===== config.mk =====
export PLATFORM = sky130hd
export DESIGN_NAME = spi_target_regs
export DESIGN_NICKNAME = d
export VERILOG_FILES = /design/src/rtl/spi_pkg.sv /design/src/rtl/spi_sync_edge.sv /design/src/rtl/spi_target_regs.sv
export SDC_FILE = /design/constraint.sdc
export NUM_CORES = 1
export LEC_CHECK = 0
export CAP_MARGIN = 20
export CORE_ASPECT_RATIO = 1.75
export CORE_MARGIN = 2
export CORE_UTILIZATION = 47
export CTS_BUF_LIST = sky130_fd_sc_hd__clkbuf_4 sky130_fd_sc_hd__clkbuf_8
export DETAILED_ROUTE_END_ITERATION = 6
export PLACE_DENSITY_LB_ADDON = 0.08
export REMOVE_ABC_BUFFERS = 1
export SYNTH_ARGS = -nofsm -noshare
export SYNTH_HDL_FRONTEND = slang
export SYNTH_SLANG_ARGS = --single-unit

===== constraint.sdc =====
create_clock -name clk -period 4.35 [get_ports clk]
set_clock_uncertainty 0.05 [all_clocks]
set_input_delay 0.87 -clock clk [delete_from_list [all_inputs] [get_ports clk]]
set_output_delay 0.87 -clock clk [all_outputs]
set_load 0.005 [all_outputs]

===== src/rtl/spi_pkg.sv =====
// Shared constants and state encoding for the SPI target register block.
package spi_pkg;

  localparam int ADDR_W  = 6;
  localparam int DATA_W  = 8;
  localparam int RNW_BIT = 7;
  localparam int MS_BIT  = 6;
  localparam int SIM_BIT = 0;

  localparam logic [ADDR_W-1:0] CTRL_REG4_ADDR = 6'h23;

  typedef enum logic [1:0] {
    IDLE,
    CMD,
    DATA
  } spi_state_t;

endpackage


===== src/rtl/spi_sync_edge.sv =====
// Multi-stage synchronizer for one asynchronous input plus rise/fall pulses
// on the synchronized level.
module spi_sync_edge #(
  parameter int SYNC_STAGES = 2
) (
  input  logic clk,
  input  logic din,
  output logic dout,
  output logic rise,
  output logic fall
);

  logic [SYNC_STAGES-1:0] sync_q, sync_d;
  logic                   prev_q, prev_d;

  always_comb begin
    sync_d = {sync_q[SYNC_STAGES-2:0], din};
    prev_d = sync_q[SYNC_STAGES-1];
  end

  // Left unreset so a reset never fabricates an edge from a held input.
  always_ff @(posedge clk) begin
    sync_q <= sync_d;
    prev_q <= prev_d;
  end

  assign dout = sync_q[SYNC_STAGES-1];
  assign rise = dout & ~prev_q;
  assign fall = ~dout & prev_q;

endmodule


===== src/rtl/spi_target_regs.sv =====
// SPI mode-3 target with a 64x8 register file and write-notify strobe.
// Optional 3-wire support (SIM bit in register 0x23) via macro SPI3WIRE_EN.
module spi_target_regs
  import spi_pkg::*;
#(
  parameter logic [DATA_W-1:0] WHOAMI      = 8'h33,
  parameter logic [ADDR_W-1:0] WHOAMI_ADDR = 6'h0F,
  parameter int                SYNC_STAGES = 2
) (
  input  logic              clk,
  input  logic              reset,
  input  logic              csn,
  input  logic              sck,
  input  logic              sdi,
  output logic              sdo,
  output logic              sdo_oe,
  output logic              wr_strobe,
  output logic [ADDR_W-1:0] wr_addr,
  output logic [DATA_W-1:0] wr_data
);

  logic sck_s, sck_rise, sck_fall;

  spi_sync_edge #(.SYNC_STAGES(SYNC_STAGES)) u_sck_sync (
    .clk  (clk),
    .din  (sck),
    .dout (sck_s),
    .rise (sck_rise),
    .fall (sck_fall)
  );

  logic [SYNC_STAGES-1:0] csn_sync_q, csn_sync_d, sdi_sync_q, sdi_sync_d;
  logic                   csn_prev_q, csn_prev_d;
  logic                   csn_s, sdi_s, csn_fall, csn_rise;

  always_comb begin
    csn_sync_d = {csn_sync_q[SYNC_STAGES-2:0], csn};
    sdi_sync_d = {sdi_sync_q[SYNC_STAGES-2:0], sdi};
    csn_prev_d = csn_sync_q[SYNC_STAGES-1];
  end

  always_ff @(posedge clk) begin
    csn_sync_q <= csn_sync_d;
    sdi_sync_q <= sdi_sync_d;
    csn_prev_q <= csn_prev_d;
  end

  assign csn_s    = csn_sync_q[SYNC_STAGES-1];
  assign sdi_s    = sdi_sync_q[SYNC_STAGES-1];
  assign csn_fall = ~csn_s & csn_prev_q;
  assign csn_rise = csn_s & ~csn_prev_q;

  spi_state_t        state_q, state_d;
  logic [2:0]        bit_cnt_q, bit_cnt_d;
  logic [6:0]        shift_q, shift_d;
  logic              rnw_q, rnw_d, ms_q, ms_d, load_q, load_d;
  logic [ADDR_W-1:0] addr_q, addr_d, wr_addr_q, wr_addr_d;
  logic [DATA_W-1:0] tx_q, tx_d, wr_data_q, wr_data_d, rx_byte, rd_val;
  logic              sdo_q, sdo_d, sdo_oe_q, sdo_oe_d, wr_strobe_q, wr_strobe_d;
  logic              sdi_ignore;
  logic [DATA_W-1:0] regs_q [2**ADDR_W];
  logic [DATA_W-1:0] regs_d [2**ADDR_W];

  assign rx_byte = {shift_q, sdi_s};
  assign rd_val  = (addr_q == WHOAMI_ADDR) ? WHOAMI : regs_q[addr_q];

`ifdef SPI3WIRE_EN
  logic sim_q, sim_d;
  // SIM is captured at frame start so it never changes mid-frame.
  assign sdi_ignore = sim_q & rnw_q;
  assign sdo        = sim_q ? (sdo_q & sdo_oe_q) : sdo_q;
`else
  assign sdi_ignore = 1'b0;
  assign sdo        = sdo_q;
`endif

  always_comb begin
    state_d     = state_q;
    bit_cnt_d   = bit_cnt_q;
    shift_d     = shift_q;
    rnw_d       = rnw_q;
    ms_d        = ms_q;
    addr_d      = addr_q;
    load_d      = load_q;
    tx_d        = tx_q;
    sdo_d       = sdo_q;
    sdo_oe_d    = sdo_oe_q;
    wr_strobe_d = 1'b0;
    wr_addr_d   = wr_addr_q;
    wr_data_d   = wr_data_q;
    regs_d      = regs_q;
`ifdef SPI3WIRE_EN
    sim_d       = sim_q;
`endif
    unique case (state_q)
      IDLE: begin
        if (csn_fall) begin
          state_d   = CMD;
          bit_cnt_d = 3'd0;
          sdo_oe_d  = 1'b0;
          load_d    = 1'b0;
`ifdef SPI3WIRE_EN
          sim_d     = regs_q[CTRL_REG4_ADDR][SIM_BIT];
`endif
        end
      end
      CMD: begin
        if (sck_rise) begin
          shift_d   = rx_byte[6:0];
          bit_cnt_d = bit_cnt_q + 3'd1;
          if (bit_cnt_q == 3'd7) begin
            rnw_d   = rx_byte[RNW_BIT];
            ms_d    = rx_byte[MS_BIT];
            addr_d  = rx_byte[ADDR_W-1:0];
            load_d  = 1'b1;
            state_d = DATA;
          end
        end
      end
      DATA: begin
        if (sck_rise) begin
          if (!sdi_ignore) shift_d = rx_byte[6:0];
          bit_cnt_d = bit_cnt_q + 3'd1;
          if (bit_cnt_q == 3'd7) begin
            if (!rnw_q && addr_q != WHOAMI_ADDR) begin
              regs_d[addr_q] = rx_byte;
              wr_strobe_d    = 1'b1;
              wr_addr_d      = addr_q;
              wr_data_d      = rx_byte;
            end
            if (ms_q) addr_d = addr_q + 6'd1;
            load_d = rnw_q;
          end
        end
        // The first fall of each read byte snapshots the register; later falls shift.
        if (sck_fall && rnw_q) begin
          if (load_q) begin
            sdo_d    = rd_val[7];
            tx_d     = {rd_val[6:0], 1'b0};
            sdo_oe_d = 1'b1;
            load_d   = 1'b0;
          end else begin
            sdo_d = tx_q[7];
            tx_d  = {tx_q[6:0], 1'b0};
          end
        end
      end
      default: state_d = IDLE;
    endcase
    // Applied after the byte logic so an 8th rise seen with csn rise still commits.
    if (state_q != IDLE && csn_rise) begin
      state_d   = IDLE;
      bit_cnt_d = 3'd0;
      sdo_d     = 1'b0;
      sdo_oe_d  = 1'b0;
      load_d    = 1'b0;
    end
  end

  always_ff @(posedge clk) begin
    if (reset) begin
      state_q     <= IDLE;
      bit_cnt_q   <= 3'd0;
      shift_q     <= '0;
      rnw_q       <= 1'b0;
      ms_q        <= 1'b0;
      addr_q      <= '0;
      load_q      <= 1'b0;
      tx_q        <= '0;
      sdo_q       <= 1'b0;
      sdo_oe_q    <= 1'b0;
      wr_strobe_q <= 1'b0;
      wr_addr_q   <= '0;
      wr_data_q   <= '0;
      regs_q      <= '{default: '0};
`ifdef SPI3WIRE_EN
      sim_q       <= 1'b0;
`endif
    end else begin
      state_q     <= state_d;
      bit_cnt_q   <= bit_cnt_d;
      shift_q     <= shift_d;
      rnw_q       <= rnw_d;
      ms_q        <= ms_d;
      addr_q      <= addr_d;
      load_q      <= load_d;
      tx_q        <= tx_d;
      sdo_q       <= sdo_d;
      sdo_oe_q    <= sdo_oe_d;
      wr_strobe_q <= wr_strobe_d;
      wr_addr_q   <= wr_addr_d;
      wr_data_q   <= wr_data_d;
      regs_q      <= regs_d;
`ifdef SPI3WIRE_EN
      sim_q       <= sim_d;
`endif
    end
  end

  assign sdo_oe    = sdo_oe_q;
  assign wr_strobe = wr_strobe_q;
  assign wr_addr   = wr_addr_q;
  assign wr_data   = wr_data_q;

endmodule


== Yosys cells after proc, flatten, opt, wreduce, memory -nomap -nowiden ==
Cells that the tools add are included.
Word-level totals
  register bits: 566
  word-level logic and storage cells: 169
Cells by class
  $add $sub $neg: 2
  reductions and logical operators: 23
  muxes and demuxes: 34
  bitwise logic cells: 12
  equality and inequality tests: 14
  magnitude comparators: 2
Operators by type and width (number)
  512-bit bitwise mux: 1
  8-bit binary-select mux with 6-bit select: 1
  8-bit demux with 6-bit select: 1
  8-bit 2-to-1 mux: 5
  6-bit 2-to-1 mux: 5
  2-bit != test (second input constant): 8
  4-bit AND reduction: 4
  6-bit one-hot mux with 2 select lines: 1
  1-bit 2-to-1 mux: 11
  2-bit nonzero test: 4
  7-bit >= comparator (second input constant): 1
  7-bit by 1-bit < comparator with 1-bit output (second input constant): 1
  1-bit inverter: 7
  6-bit inverter with 7-bit output: 1
  6-bit by 1-bit adder with 6-bit output (second input constant): 1
  6-bit by 4-bit == test with 1-bit output (second input constant): 1
  2-bit 2-to-1 mux: 3
  3-bit 2-to-1 mux: 2
  6-bit by 4-bit != test with 1-bit output (second input constant): 1
  2-bit one-hot mux with 3 select lines: 1
  3-bit one-hot mux with 2 select lines: 1
  3-bit AND reduction: 2
  6-bit AND reduction: 1
  1-bit AND: 4
  14 further kinds: 19

== Logic depth before layout (Yosys ltp) ==
  word-level depth: 6
  gate-level depth with buffers: 11
  gate-level depth less buffers: 8

== By module ==
A second synthesis with hierarchy kept.
Second synthesis, totals
  cell total of the unflattened synthesis: 2897
  area total of the unflattened synthesis: 25214.2 um^2
By module, submodules not included
  spi_target_regs: times used 1, cells each 2892, area an instance 25139.1 um^2
  spi_sync_edge: times used 1, cells each 5, area an instance 75.1 um^2

== Least setup slack after synthesis ==
Ideal clock, no wire load.
  path kind: flip-flop to flip-flop
  from: register bit_cnt_q[0]
  to: register regs_q[271] in the netlist's numbering
  path slack: 2.151 ns
  arrival: 2.021 ns
  cell stages (with the launch flop): 11
  period minus slack after synthesis: 2.199 ns
  path buffers: 2
  cells stage by stage: dfxtp_1 -> ha_1 -> ha_1 -> nand3b_2 -> a311oi_2 -> buf_4 -> nand3_4 -> buf_6 -> nor2_8 -> mux2i_1 -> nor2_1
On the way
  cells in the longest elaborated chain, start to end: 2
Ends and longest elaborated chain
  start, declared: line spi_target_regs.sv:54  | logic [2:0] bit_cnt_q, bit_cnt_d;
  start signal, assigned: line spi_target_regs.sv:181  | bit_cnt_q <= bit_cnt_d;
  3-bit == test: line spi_target_regs.sv:124  | if (bit_cnt_q == 3'd7) begin
  4-bit AND reduction (no line)
  end signal, assigned: line spi_target_regs.sv:193  | regs_q <= regs_d;
  end, declared: line spi_target_regs.sv:61  | logic [DATA_W-1:0] regs_q [2**ADDR_W];
Every way passes these cells.
A chain may end at the register's enable or synchronous reset.

== Worst setup path in the final report ==
  from: register bit_cnt_q[0]
  to: register regs_q[103] in the netlist's numbering
Same word-level chain as after synthesis.

==> summary.md <==
| Metric | Value |
|---|---|
| Status | `complete, no violations` |
| Largest net degree at the start of global routing | `99` |
| Die area | `56100 sq um` |
| XOR/XNOR share of the synthesized area | `0%` |
| Worst Setup Start Kind | `register` |
| Mean post-synth cell area | `8.18 sq um` |
| Clock sinks | `565` |
| Final hold vios | `0` |
| Setup Buffers After CTS | `0` |
| Number of top-level pins | `22` |
| Post-synthesis compound-gate area fraction | `19.7%` |
| GRT Util Overall | `33.1%` |
| Hpwl dp | `60.5 mm` |
| Mux cell area share after synthesis | `9.85%` |
| First-pass GRT wire length | `144 mm` |
| LEAKAGE | `0.00855 uW` |
| Layout net count | `3022` |
| Worst VDD drop | `0.176 mV` |
| Clock buffer depth | `3` |
| Routed Wire Length | `95.9 mm` |
| Post-route setup slack | `0.958 ns` |
| DR vias | `23900` |
| Chip height | `312 um` |
| Setup TNS | `0 ns` |
| DRT Pass-1 Iters | `7` |
| CTS tree | `built` |
| Period utilization | `78.0%` |
| Antenna violations before repair | `1` |
| Largest family of logic cells by synthesized area | `simple AND/OR/NAND/NOR gates` |
| Initial Util | `47.7%` |
| Die Width | `180 um` |
| RSZ-0062 raised after global routing | `false` |
| Ys async rst share | `0%` |
| Overflow after GRT | `0` |
| Final setup viols | `0` |
| DRT iter0 DRCs | `2422` |
| Worst-Skew Late Latency | `0.69 ns` |
| Cells after Synth | `3115` |
| Residual DRC count | `0` |
| Max Cap Viol | `0` |
| Fraction of layout cells with a size suffix above 1 | `12.3%` |
| Core Rows | `112` |
| DP Worst Slack | `1.05 ns` |
| Primary FF master, synth | `dfxtp_1` |
| Final RePlAce weighted congestion | `0.903` |
| Post-DR wirelength/cell | `25.5 um` |
| Worst rel slew slack | `25.8%` |
| Via-per-instance ratio | `6.35` |
| Sequential-to-total area share from yosys stat | `44.4%` |
| Clock-pin transition on the worst setup and hold timing paths | `0.06 ns` |
| Ys Warns | `0` |
| CTS Buf Count | `84` |
| Crit path DAT | `3.85 ns` |
| Worst Tran Pin Value | `1.11 ns` |
| Crit Path Class | `register to register` |
| Core Box Area | `53400 sq um` |
| Post-Syn Area | `25500 sq um` |
| ANT nets after route | `0` |
| Post-Synth Adder-Cell Area | `0.295%` |
| Post-synth EDFFs | `0` |
| Area growth, synth to finish | `9.50%` |
| Area leader, netlist | `dfxtp_1` |
| Power Total | `9950 uW` |
| Synth Area in Simple Gates | `20.0%` |
| P per Cell Area | `357 nW/um^2` |
| Yosys reg bits | `565` |
| Count leader, synth | `nand2_1` |
| Crit path capture type | `register` |
| Root Driver | `clkbuf_8` |
| Number of global-route vias before repair | `23100` |
| Top cell type's share of synthesized area | `44.4%` |
| Post-CTS Resized | `0` |
| Critical Path RT | `4.81 ns` |
| Hold buffers post-CTS | `0` |
| Hold_ws | `0.285 ns` |
| Distinct cells, synth | `74` |
| Final worst path period need | `3.39 ns` |
| Port buffer count | `21` |
| Clock H-tree levels | `3` |
| Hold/Removal Path Class | `register to register` |
| Top post-synthesis cells by area | `dfxtp_1 (44%), a21oi_1 (10%), nand2_1 (8.8%), nand3_1 (6.6%), mux2i_1 (4.7%)` |
| Final slew viol count | `0` |
| Commonest cells post-synth | `nand2_1 (595), dfxtp_1 (565), a21oi_1 (528)` |
| Largest fanout on the critical path | `21` |
| FMAX | `295 MHz` |
==> final timing paths <==
| check | from | end | slack (ns) | depth (start not counted) |
|---|---|---|---|---|
| worst max-delay path | bit_cnt_q[0] | regs_q[103] | 0.96 | 9 |
| worst min-delay path | sdi_sync_q[0] | sdi_sync_q[1] | 0.29 | 0 |
| worst max register to register | bit_cnt_q[0] | regs_q[103] | 0.96 | 9 |
| worst min register to register | sdi_sync_q[0] | sdi_sync_q[1] | 0.29 | 0 |
==> power by group <==
part	leakage (uW)	switching [uW]	internal, uW
combinational	0.00305	143	35.7
clock	0.000939	2150	2420
sequential	0.00456	17.4	5180
total	0.00855	2310	7640
==> cell type report <==
| cell class | instances | area (sq um) |
|---|---|---|
| clock inverters | 16 | 93.8 |
| clock buffers | 135 | 1660 |
| flip-flops and latches | 565 | 11300 |
| fillers | 5059 | 25500 |
| repair buffers | 125 | 1160 |
| well taps | 684 | 856 |
| inverters | 12 | 45.0 |
| multi-input cells | 2223 | 12700 |
| diodes | 1 | 2.50 |
==> cells in the final DEF, fill, tap and decap left out, drive strengths merged, types with 5 or more instances in the layout <==
cell type      instances
nand2                595
dfxtp                565
a21oi                528
nand3                341
o21ai                193
clkbuf               135
nor2                 125
mux2i                119
buf                  105
mux4                  46
a221oi                44
a22oi                 31
mux2                  25
o22ai                 22
clkdlybuf4s50         20
inv                   12
clkinv                12
and3                  11
a211oi                10
a22o                   8
nor3                   8
nand2b                 7
o22a                   7
nor2b                  7
nand3b                 7
a221o                  6
ha                     6
or2                    6
a311oi                 6
or3                    5
a31oi                  5
and2                   5
==> state kept, by name (all words and copies together), names as in the netlist, 2 cells and up <==
| name | cells |
|---|---|
| wr_addr | 6 |
| u_sck_sync.sync_q | 2 |
| addr_q | 6 |
| bit_cnt_q | 3 |
| tx_q | 7 |
| shift_q | 7 |
| csn_sync_q | 2 |
| sdi_sync_q | 2 |
| regs_q | 512 |
| wr_data | 8 |
| state_q | 2 |
==> through the flow <==
step | area [sq um] | std cells | util, %
2_1_floorplan | 24100 | 2800 | -
3_3_place_gp | 26100 | 3609 | 48.9
3_5_place_dp | 26100 | 3609 | 48.9
4_1_cts | 27900 | 3760 | 52.2
5_1_grt | 27900 | 3761 | 52.2
6_report | 27900 | 3761 | 52.2
==> kinds of logic after synthesis <==
kind of cell | Yosys count
muxes | 190
DFF | 565
and+or+nand+nor | 1133
buffers and inverters | 327
adders and majority gates | 6
AOI/OAI and AO/OA | 894
==> routing by layer <==
layer	vias to the layer above	global-route usage, %	part of all wire, %	wire length [um]
met3	329	4.85	6.8	6500
met2	1134	56.4	49	46900
li1	10800	-	-	-
met4	0	22.4	6.9	6610
met1	11600	38.6	37	35900
met5	-	0	0	0
==> critical path, cell delays in order (launching register included) <==
cell and delay (ns):
dfxtp_1 0.35, ha_1 0.16, ha_1 0.23, nand3b_2 0.21
or3_1 0.64, nor2_4 0.71, buf_4 0.33, nand2_1 0.31
nand2_1 0.16, a21oi_1 0.08
Power figures use the tool's default switching activity.
